**src/rtl/control_useq.sv**
```systemverilog
// Microprogrammed control unit: writable table of control words with branch, loop and dispatch sequencing.
// Latency: zero-cycle control word; o_signal follows upc combinationally, and upc advances once per RUN cycle.
// Backpressure: none on the datapath side; table writes in RUN are dropped and flagged on wr_err.
// Optional single-step mode is built in when CONTROL_USEQ_STEP_EN is defined.
module control_useq #(
    parameter int CW_W   = 16,
    parameter int ADDR_W = 6,
    parameter int NFLAGS = 3,
    parameter int CNT_W  = 3
) (
    input  logic                       clk,
    input  logic                       rst,
    input  logic [NFLAGS-1:0]          flags,
    input  logic                       start,
    input  logic                       prog_we,
    input  logic [ADDR_W-1:0]          prog_addr,
    input  logic [CW_W+ADDR_W+6-1:0]   prog_data,
`ifdef CONTROL_USEQ_STEP_EN
    input  logic                       step_mode,
    input  logic                       step,
`endif
    output logic [CW_W-1:0]            o_signal,
    output logic                       busy,
    output logic                       done,
    output logic [ADDR_W-1:0]          upc,
    output logic                       wr_err
);

    localparam int IW    = CW_W + ADDR_W + 6;
    localparam int DEPTH = 2 ** ADDR_W;

    typedef enum logic [1:0] {
        S_IDLE = 2'd0,
        S_RUN  = 2'd1,
        S_HALT = 2'd2
    } state_t;

    typedef enum logic [2:0] {
        OP_SEQ  = 3'd0,
        OP_JMP  = 3'd1,
        OP_BR   = 3'd2,
        OP_LOOP = 3'd3,
        OP_LDC  = 3'd4,
        OP_DISP = 3'd5,
        OP_HALT = 3'd6,
        OP_RSVD = 3'd7
    } op_t;

    // Microprogram storage; contents are deliberately not reset.
    logic [IW-1:0]     r_mem [DEPTH];

    state_t            r_state;
    state_t            w_state_nxt;
    logic [ADDR_W-1:0] r_upc;
    logic [ADDR_W-1:0] w_upc_nxt;
    logic [CNT_W-1:0]  r_cnt;
    logic [CNT_W-1:0]  w_cnt_nxt;
    logic              r_wr_err;

    logic [IW-1:0]     w_instr;
    logic [CW_W-1:0]   w_ctrl;
    op_t               w_op;
    logic [1:0]        w_csel;
    logic              w_pol;
    logic [ADDR_W-1:0] w_target;
    logic [3:0]        w_flags_ext;
    logic              w_cond;
    logic              w_adv;
    logic [ADDR_W-1:0] w_upc_inc;
    logic [ADDR_W-1:0] w_disp;

    // Field decode of the current microinstruction (combinational table read).
    assign w_instr   = r_mem[r_upc];
    assign w_ctrl    = w_instr[IW-1 -: CW_W];
    assign w_op      = op_t'(w_instr[ADDR_W+5 -: 3]);
    assign w_csel    = w_instr[ADDR_W+2 -: 2];
    assign w_pol     = w_instr[ADDR_W];
    assign w_target  = w_instr[ADDR_W-1:0];
    assign w_upc_inc = r_upc + ADDR_W'(1);
    assign w_disp    = w_target + ADDR_W'(r_cnt);

`ifdef CONTROL_USEQ_STEP_EN
    assign w_adv = !step_mode || step;
`else
    assign w_adv = 1'b1;
`endif

    // Flag selects beyond NFLAGS read as constant 1 (unconditional true).
    always_comb begin
        w_flags_ext = 4'b1111;
        for (int i = 0; i < NFLAGS; i++) begin
            w_flags_ext[i] = flags[i];
        end
    end

    assign w_cond = w_flags_ext[w_csel] ^ w_pol;

    // Next-state / sequencing decision.
    always_comb begin
        w_state_nxt = r_state;
        w_upc_nxt   = r_upc;
        w_cnt_nxt   = r_cnt;
        case (r_state)
            S_IDLE, S_HALT: begin
                if (start) begin
                    w_state_nxt = S_RUN;
                    w_upc_nxt   = '0;
                    w_cnt_nxt   = '0;
                end
            end
            S_RUN: begin
                if (w_adv) begin
                    case (w_op)
                        OP_SEQ:  w_upc_nxt = w_upc_inc;
                        OP_JMP:  w_upc_nxt = w_target;
                        OP_BR:   w_upc_nxt = w_cond ? w_target : w_upc_inc;
                        OP_LOOP: begin
                            if (r_cnt != '0) begin
                                w_cnt_nxt = r_cnt - CNT_W'(1);
                                w_upc_nxt = w_target;
                            end else begin
                                w_upc_nxt = w_upc_inc;
                            end
                        end
                        OP_LDC: begin
                            w_cnt_nxt = w_target[CNT_W-1:0];
                            w_upc_nxt = w_upc_inc;
                        end
                        OP_DISP: begin
                            w_upc_nxt = w_disp;
                            w_cnt_nxt = r_cnt + CNT_W'(1);
                        end
                        default: w_state_nxt = S_HALT;
                    endcase
                end
            end
            default: w_state_nxt = S_IDLE;
        endcase
    end

    // Sequencer state registers and write-reject pulse.
    always_ff @(posedge clk or negedge rst) begin
        if (!rst) begin
            r_state  <= S_IDLE;
            r_upc    <= '0;
            r_cnt    <= '0;
            r_wr_err <= 1'b0;
        end else begin
            r_state  <= w_state_nxt;
            r_upc    <= w_upc_nxt;
            r_cnt    <= w_cnt_nxt;
            r_wr_err <= prog_we && (r_state == S_RUN);
        end
    end

    // Table write port; only open while the sequencer is not running.
    always_ff @(posedge clk) begin
        if (prog_we && (r_state != S_RUN)) begin
            r_mem[prog_addr] <= prog_data;
        end
    end

    assign o_signal = (r_state == S_RUN) ? w_ctrl : '0;
    assign busy     = (r_state == S_RUN);
    assign done     = (r_state == S_HALT);
    assign upc      = r_upc;
    assign wr_err   = r_wr_err;

endmodule

```
**config.mk**
```make
export PLATFORM = sky130hd
export DESIGN_NAME = control_useq
export DESIGN_NICKNAME = d
export VERILOG_FILES = /design/src/rtl/control_useq.sv
export SDC_FILE = /design/constraint.sdc
export NUM_CORES = 2
export LEC_CHECK = 0
export ABC_AREA = 1
export ABC_CLOCK_PERIOD_IN_PS = 9800
export CAP_MARGIN = 5
export CORE_UTILIZATION = 50
export CTS_CLUSTER_SIZE = 16
export DETAILED_ROUTE_END_ITERATION = 8
export DONT_BUFFER_PORTS = 1
export PLACE_DENSITY_LB_ADDON = 0.15
export SYNTH_ARGS = -nofsm -noshare
export SYNTH_HDL_FRONTEND = slang
export SYNTH_SLANG_ARGS = --single-unit
```
**constraint.sdc**
```tcl
create_clock -name clk -period 9.8 [get_ports clk]
set_clock_uncertainty 0.2 [all_clocks]
set_input_delay 2.45 -clock clk [delete_from_list [all_inputs] [get_ports clk]]
set_output_delay 2.45 -clock clk [all_outputs]
set_load 0.01 [all_outputs]
```
Word level (Yosys, flattened, before mapping)
Memory sizes are Yosys's and may differ from the RTL's.
Cells that the tools add are included.
- mux-type cells: 17
- bitwise gates (word level): 1
- reduce and logical (&&, ||, !) cells: 12
- add/sub/neg operators: 4
- eq/ne operators: 13
- $lt $le $gt $ge: 1
- operators with widths (cell ; number):
    case mux 6 bit (5 select lines) ; 1
    two-way mux 6 bit ; 3
    two-way mux 16 bit ; 1
    case mux 6 bit (2 select lines) ; 1
    case mux 3 bit (3 select lines) ; 1
    adder 6 x 1 -> 6 bit, second input constant ; 1
    adder 6 x 3 -> 6 bit ; 1
    equality test 3 x 2 -> 1 bit, second input constant ; 2
    equality test 3 bit, second input constant ; 2
    two-way mux 3 bit ; 2
    inequality test 6 x 2 -> 1 bit, second input constant ; 1
    case mux 3 bit (2 select lines) ; 1
    OR reduction 6 bit ; 1
    two-way mux 2 bit ; 2
    inequality test 2 bit, second input constant ; 2
    inequality test 4 x 1 -> 1 bit, second input constant ; 1
    case mux 2 bit (2 select lines) ; 1
    AND reduction 4 bit ; 1
    OR reduction 2 bit ; 2
    adder 3 x 1 -> 3 bit, second input constant ; 1
    equality test 3 x 1 -> 1 bit, second input constant ; 1
    zero test 3 bit ; 1
    less-than comparator 2 x 3 -> 1 bit, second input constant ; 1
    two-way mux 1 bit ; 3
    other kinds (13) ; 14
- output and inout port bits: 25
- bits in registers: 12
- memories: 1
- bits of input ports: 41
- RAM bits: 1792
- memories (name ; depth ; bits a word ; read ports ; clocked after Yosys merged registers in ; write ports ; line ; RTL):
    r_mem ; 64 ; 28 ; 1 ; 0 ; 1 ; 50 ; logic [IW-1:0] r_mem [DEPTH];

Longest topological paths before layout
An unclocked memory read counts as a cell.
- depth in word-level cells: 7
- mapped depth: 25
- mapped depth without buffers: 21

Least setup slack after synthesis
OpenSTA, ideal clock, no wires.
- kind: input -> register
- start: input prog_we
- end: memory r_mem[0][0] in the netlist's numbering, enable pin
- cell stages on the path: 4
- arrival time: 4338 ps
- setup slack: 4849 ps
- data required time: 9187 ps
- cell sequence: inv_1 -> nor2_1 -> nand4_1 -> nor2_1
- cells in the longest elaborated chain, start to end: 3
- ends and longest elaborated chain (element ; line ; RTL):
    start: declaration ; 15 ; input logic prog_we,
    logical AND 1 bit ; 158 ; if (prog_we && (r_state != S_RUN)) begin
    two-way mux 1 bit ; 158 ;
    two-way mux 1 bit (not written as such) ; 159 ; r_mem[prog_addr] <= prog_data;
    end: declaration ; 50 ;
Every way passes these cells.

Worst setup path in the final report
- start: register r_upc[0], in the netlist upc[0]
- end: output o_signal[2]
- cells in the longest elaborated chain, start to end: 2
- ends and longest elaborated chain (element ; line ; RTL):
    start: declaration ; 54 ; logic [ADDR_W-1:0] r_upc;
    start signal: assignment ; 150 ; r_upc <= w_upc_nxt;
    memory (64 x 28 bit) ; - ;
    two-way mux 16 bit ; 163 ; assign o_signal = (r_state == S_RUN) ? w_ctrl : '0;
    end: declaration ; 22 ; output logic [CW_W-1:0] o_signal,
Every way passes these cells.

==> impl_results.md <==
- Status: finished clean
- H-tree levels: 4
- Slew headroom: 31.3%
- Most frequent cells in the layout: edfxtp_1 (1792), nor2_1 (786), o21ai_0 (740)
- Initial cell density of the core: 50.3%
- Commonest register cell after synthesis: edfxtp_1
- Cells after Synth: 5509
- # clock sinks: 1804
- Clk slew on worst S/H paths: 0.06 ns
- Post-Synthesis Net Count: 5556
- Total core area: 143000 µm²
- Worst vdd ir: 0.256 mV
- Die Y: 382 µm
- Vias in the first global route: 43700
- Asr flop ratio synth: 0.665%
- Final period util: 75.0%
- Maxcap violations: 0
- Final core utilization: 55.3%
- Worst setup EP type: output pin
- Final wirelength: 211000 µm
- Initial antenna violation count: 3
- Area delta synth->final: 9.98%
- Buffers on Ports: 0
- Slew @ Worst Pin: 1.03 ns
- Mapped Area: 72200 µm²
- Wirelength per Cell: 28.3 µm
- Via density: 6.21
- Yosys reg bits: 1804
- DP HPWL: 106000 µm
- Seq/Total Area, Yosys: 75.0%
- Fillers: 11700
- Die Wd: 382 µm
- # rows: 139
- Worst-path fanout max: 92
- Post-CTS Setup Repair Bufs: 0
- Final hold violations: 0
- Crit path DAT: 4.70 ns
- Global-route wire length before repair: 305000 µm
- Pleak: 25.7 nW
- Mean Syn Cell Area: 13.1 µm²
- CTS Buffer Depth: 3
- WHS: 0.386 ns
- Detail Route Antenna Nets: 0
- Worst setup margin: 2.45 ns
- Initial DRC count: 6094
- Synth warn: 0
- Worst-skew pair later-pin latency: 0.81 ns
- Share of layout cells above drive strength 1: 7.89%
- Layout net count: 5462
- Hold Crit Class: flip-flop to flip-flop
- Top Ports: 66
- Number of flops mapped to enable cells by yosys: 1792
- Pin count of the biggest net entering global routing: 199
- Fin crit period: 7.35 ns
- Initial DRT Pass Iterations: 7
- Die ar.: 146000 µm²
- CTS tree: built
- TNS Setup: 0 ns
- Via count: 46300
- Cts bufs inserted: 182
- DRC: 0
- Cts hold-fix bufs: 0
- CP Launch Type: flip-flop
- RSZ-0062 raised after global routing: false
- Post-placement setup slack: 3.32 ns
- Reg2reg setup slack: 4.22 ns
- Final setup fails: 0
- Routability-driven placement congestion ratio: 0.817
- Leading cell type in the layout, fill and taps excluded: edfxtp_1
- Cell variety after synth: 41
- Maximum clock rate: 0.136 GHz
- Total GRT Usage: 28.7%
- Setup CP Type: flip-flop to output pin
- Root buf cell: clkbuf_16
- Required @ worst endpoint: 7.15 ns
- Pwr per Cell Area: 268 nW/µm²
- Global route overflow: 0
- Fin. max-slew vios: 0
- # resized after CTS: 0
[where the power goes]
group | internal [mW] | switching [mW]
combinational | 1.63 | 4.48
sequential | 8.55 | 0.0809
clock | 3.67 | 2.86
total | 13.9 | 7.43
[state kept, by name (all words and copies together), names as in the netlist]
signal / flops
r_cnt: 3
r_state: 2
upc: 6
wr_err: 1
r_mem: 1792
[final cells by class]
class	count	area [µm²]	share of cell area [%]
Inverter	60	263	0.331
Clock inverter	76	587	0.739
Timing Repair Buffer	116	996	1.25
Antenna cell	1	2.50	0.00315
Tap cell	1903	2380	3.00
Sequential cell	1804	54100	68.2
Multi-Input combinational cell	3251	16100	20.3
Clock buffer	247	4900	6.18
[worst max-delay path, cell delays in order (launching register included)]
cell      delay, ns
dfrtp_4        0.73
buf_4          0.55
buf_4          0.81
o21ai_0        0.27
o22ai_1        0.24
nor2_1         0.07
o311ai_1       0.47
nand3_1        0.24
a21oi_1        0.44
[worst paths after layout]
path,endpoint,startpoint,cells after the start
setup reg to reg,upc[1],upc[1],20
setup / recovery,o_signal[2],upc[0],8
hold / removal,r_state[0],r_state[0],3
min in group asynchronous,wr_err,rst,0
max in group asynchronous,upc[0],rst,0
hold reg to reg,r_state[0],r_state[0],3
[cell families after synthesis]
| group | synth area share [%] |
|---|---|
| AOI/OAI and AO/OA | 9.98 |
| adders and majority gates | 0.125 |
| DFF | 75.0 |
| buffers and inverters | 3.37 |
| xor gates and xnor gates | 0.0485 |
| muxes | 0.0139 |
| and+or+nand+nor | 11.5 |
[through the flow]
| stage | area, µm² | cells | power, mW |
|---|---|---|---|
| floorplan | 72200 | 5509 | 13.0 |
| global placement | 73900 | 7134 | 14.8 |
| detailed placement | 73900 | 7134 | 14.8 |
| CTS | 79400 | 7457 | 21.3 |
| global route | 79400 | 7457 | 22.2 |
| finish | 79400 | 7458 | 21.3 |
[layer usage]
metal  share of wire [%]  global-route usage (%)  up-vias
met3                 9.2                    5.13      307
met5              0.0062                       0        -
met4                 2.8                    9.10        2
li1                    -                       -    20300
met2                  46                    44.7     2243
met1                  42                    41.2    23400
[Yosys cell counts (3+ instances only)]
library cell	instances	area, µm²
buf_6	35	394
nand3_1	536	2680
o21bai_1	3	22.5
nor2_1	850	3190
dfrtp_1	12	300
o221ai_1	190	1660
ha_1	4	50.1
o211ai_1	13	97.6
a221o_1	6	60.1
a31oi_1	15	93.8
xor2_1	4	35.0
nand3_2	3	30.0
inv_2	9	33.8
o22ai_1	150	938
o311ai_1	19	166
a21oi_1	54	270
edfxtp_1	1792	53800
nand2_1	607	2280
o21ai_1	33	165
nand4_1	9	56.3
buf_4	72	541
clkbuf_2	3	15.0
buf_2	137	686
o21ai_0	740	3700
inv_1	48	180
buf_1	27	101
clkbuf_1	119	447
Power figures use the tool's default switching activity.
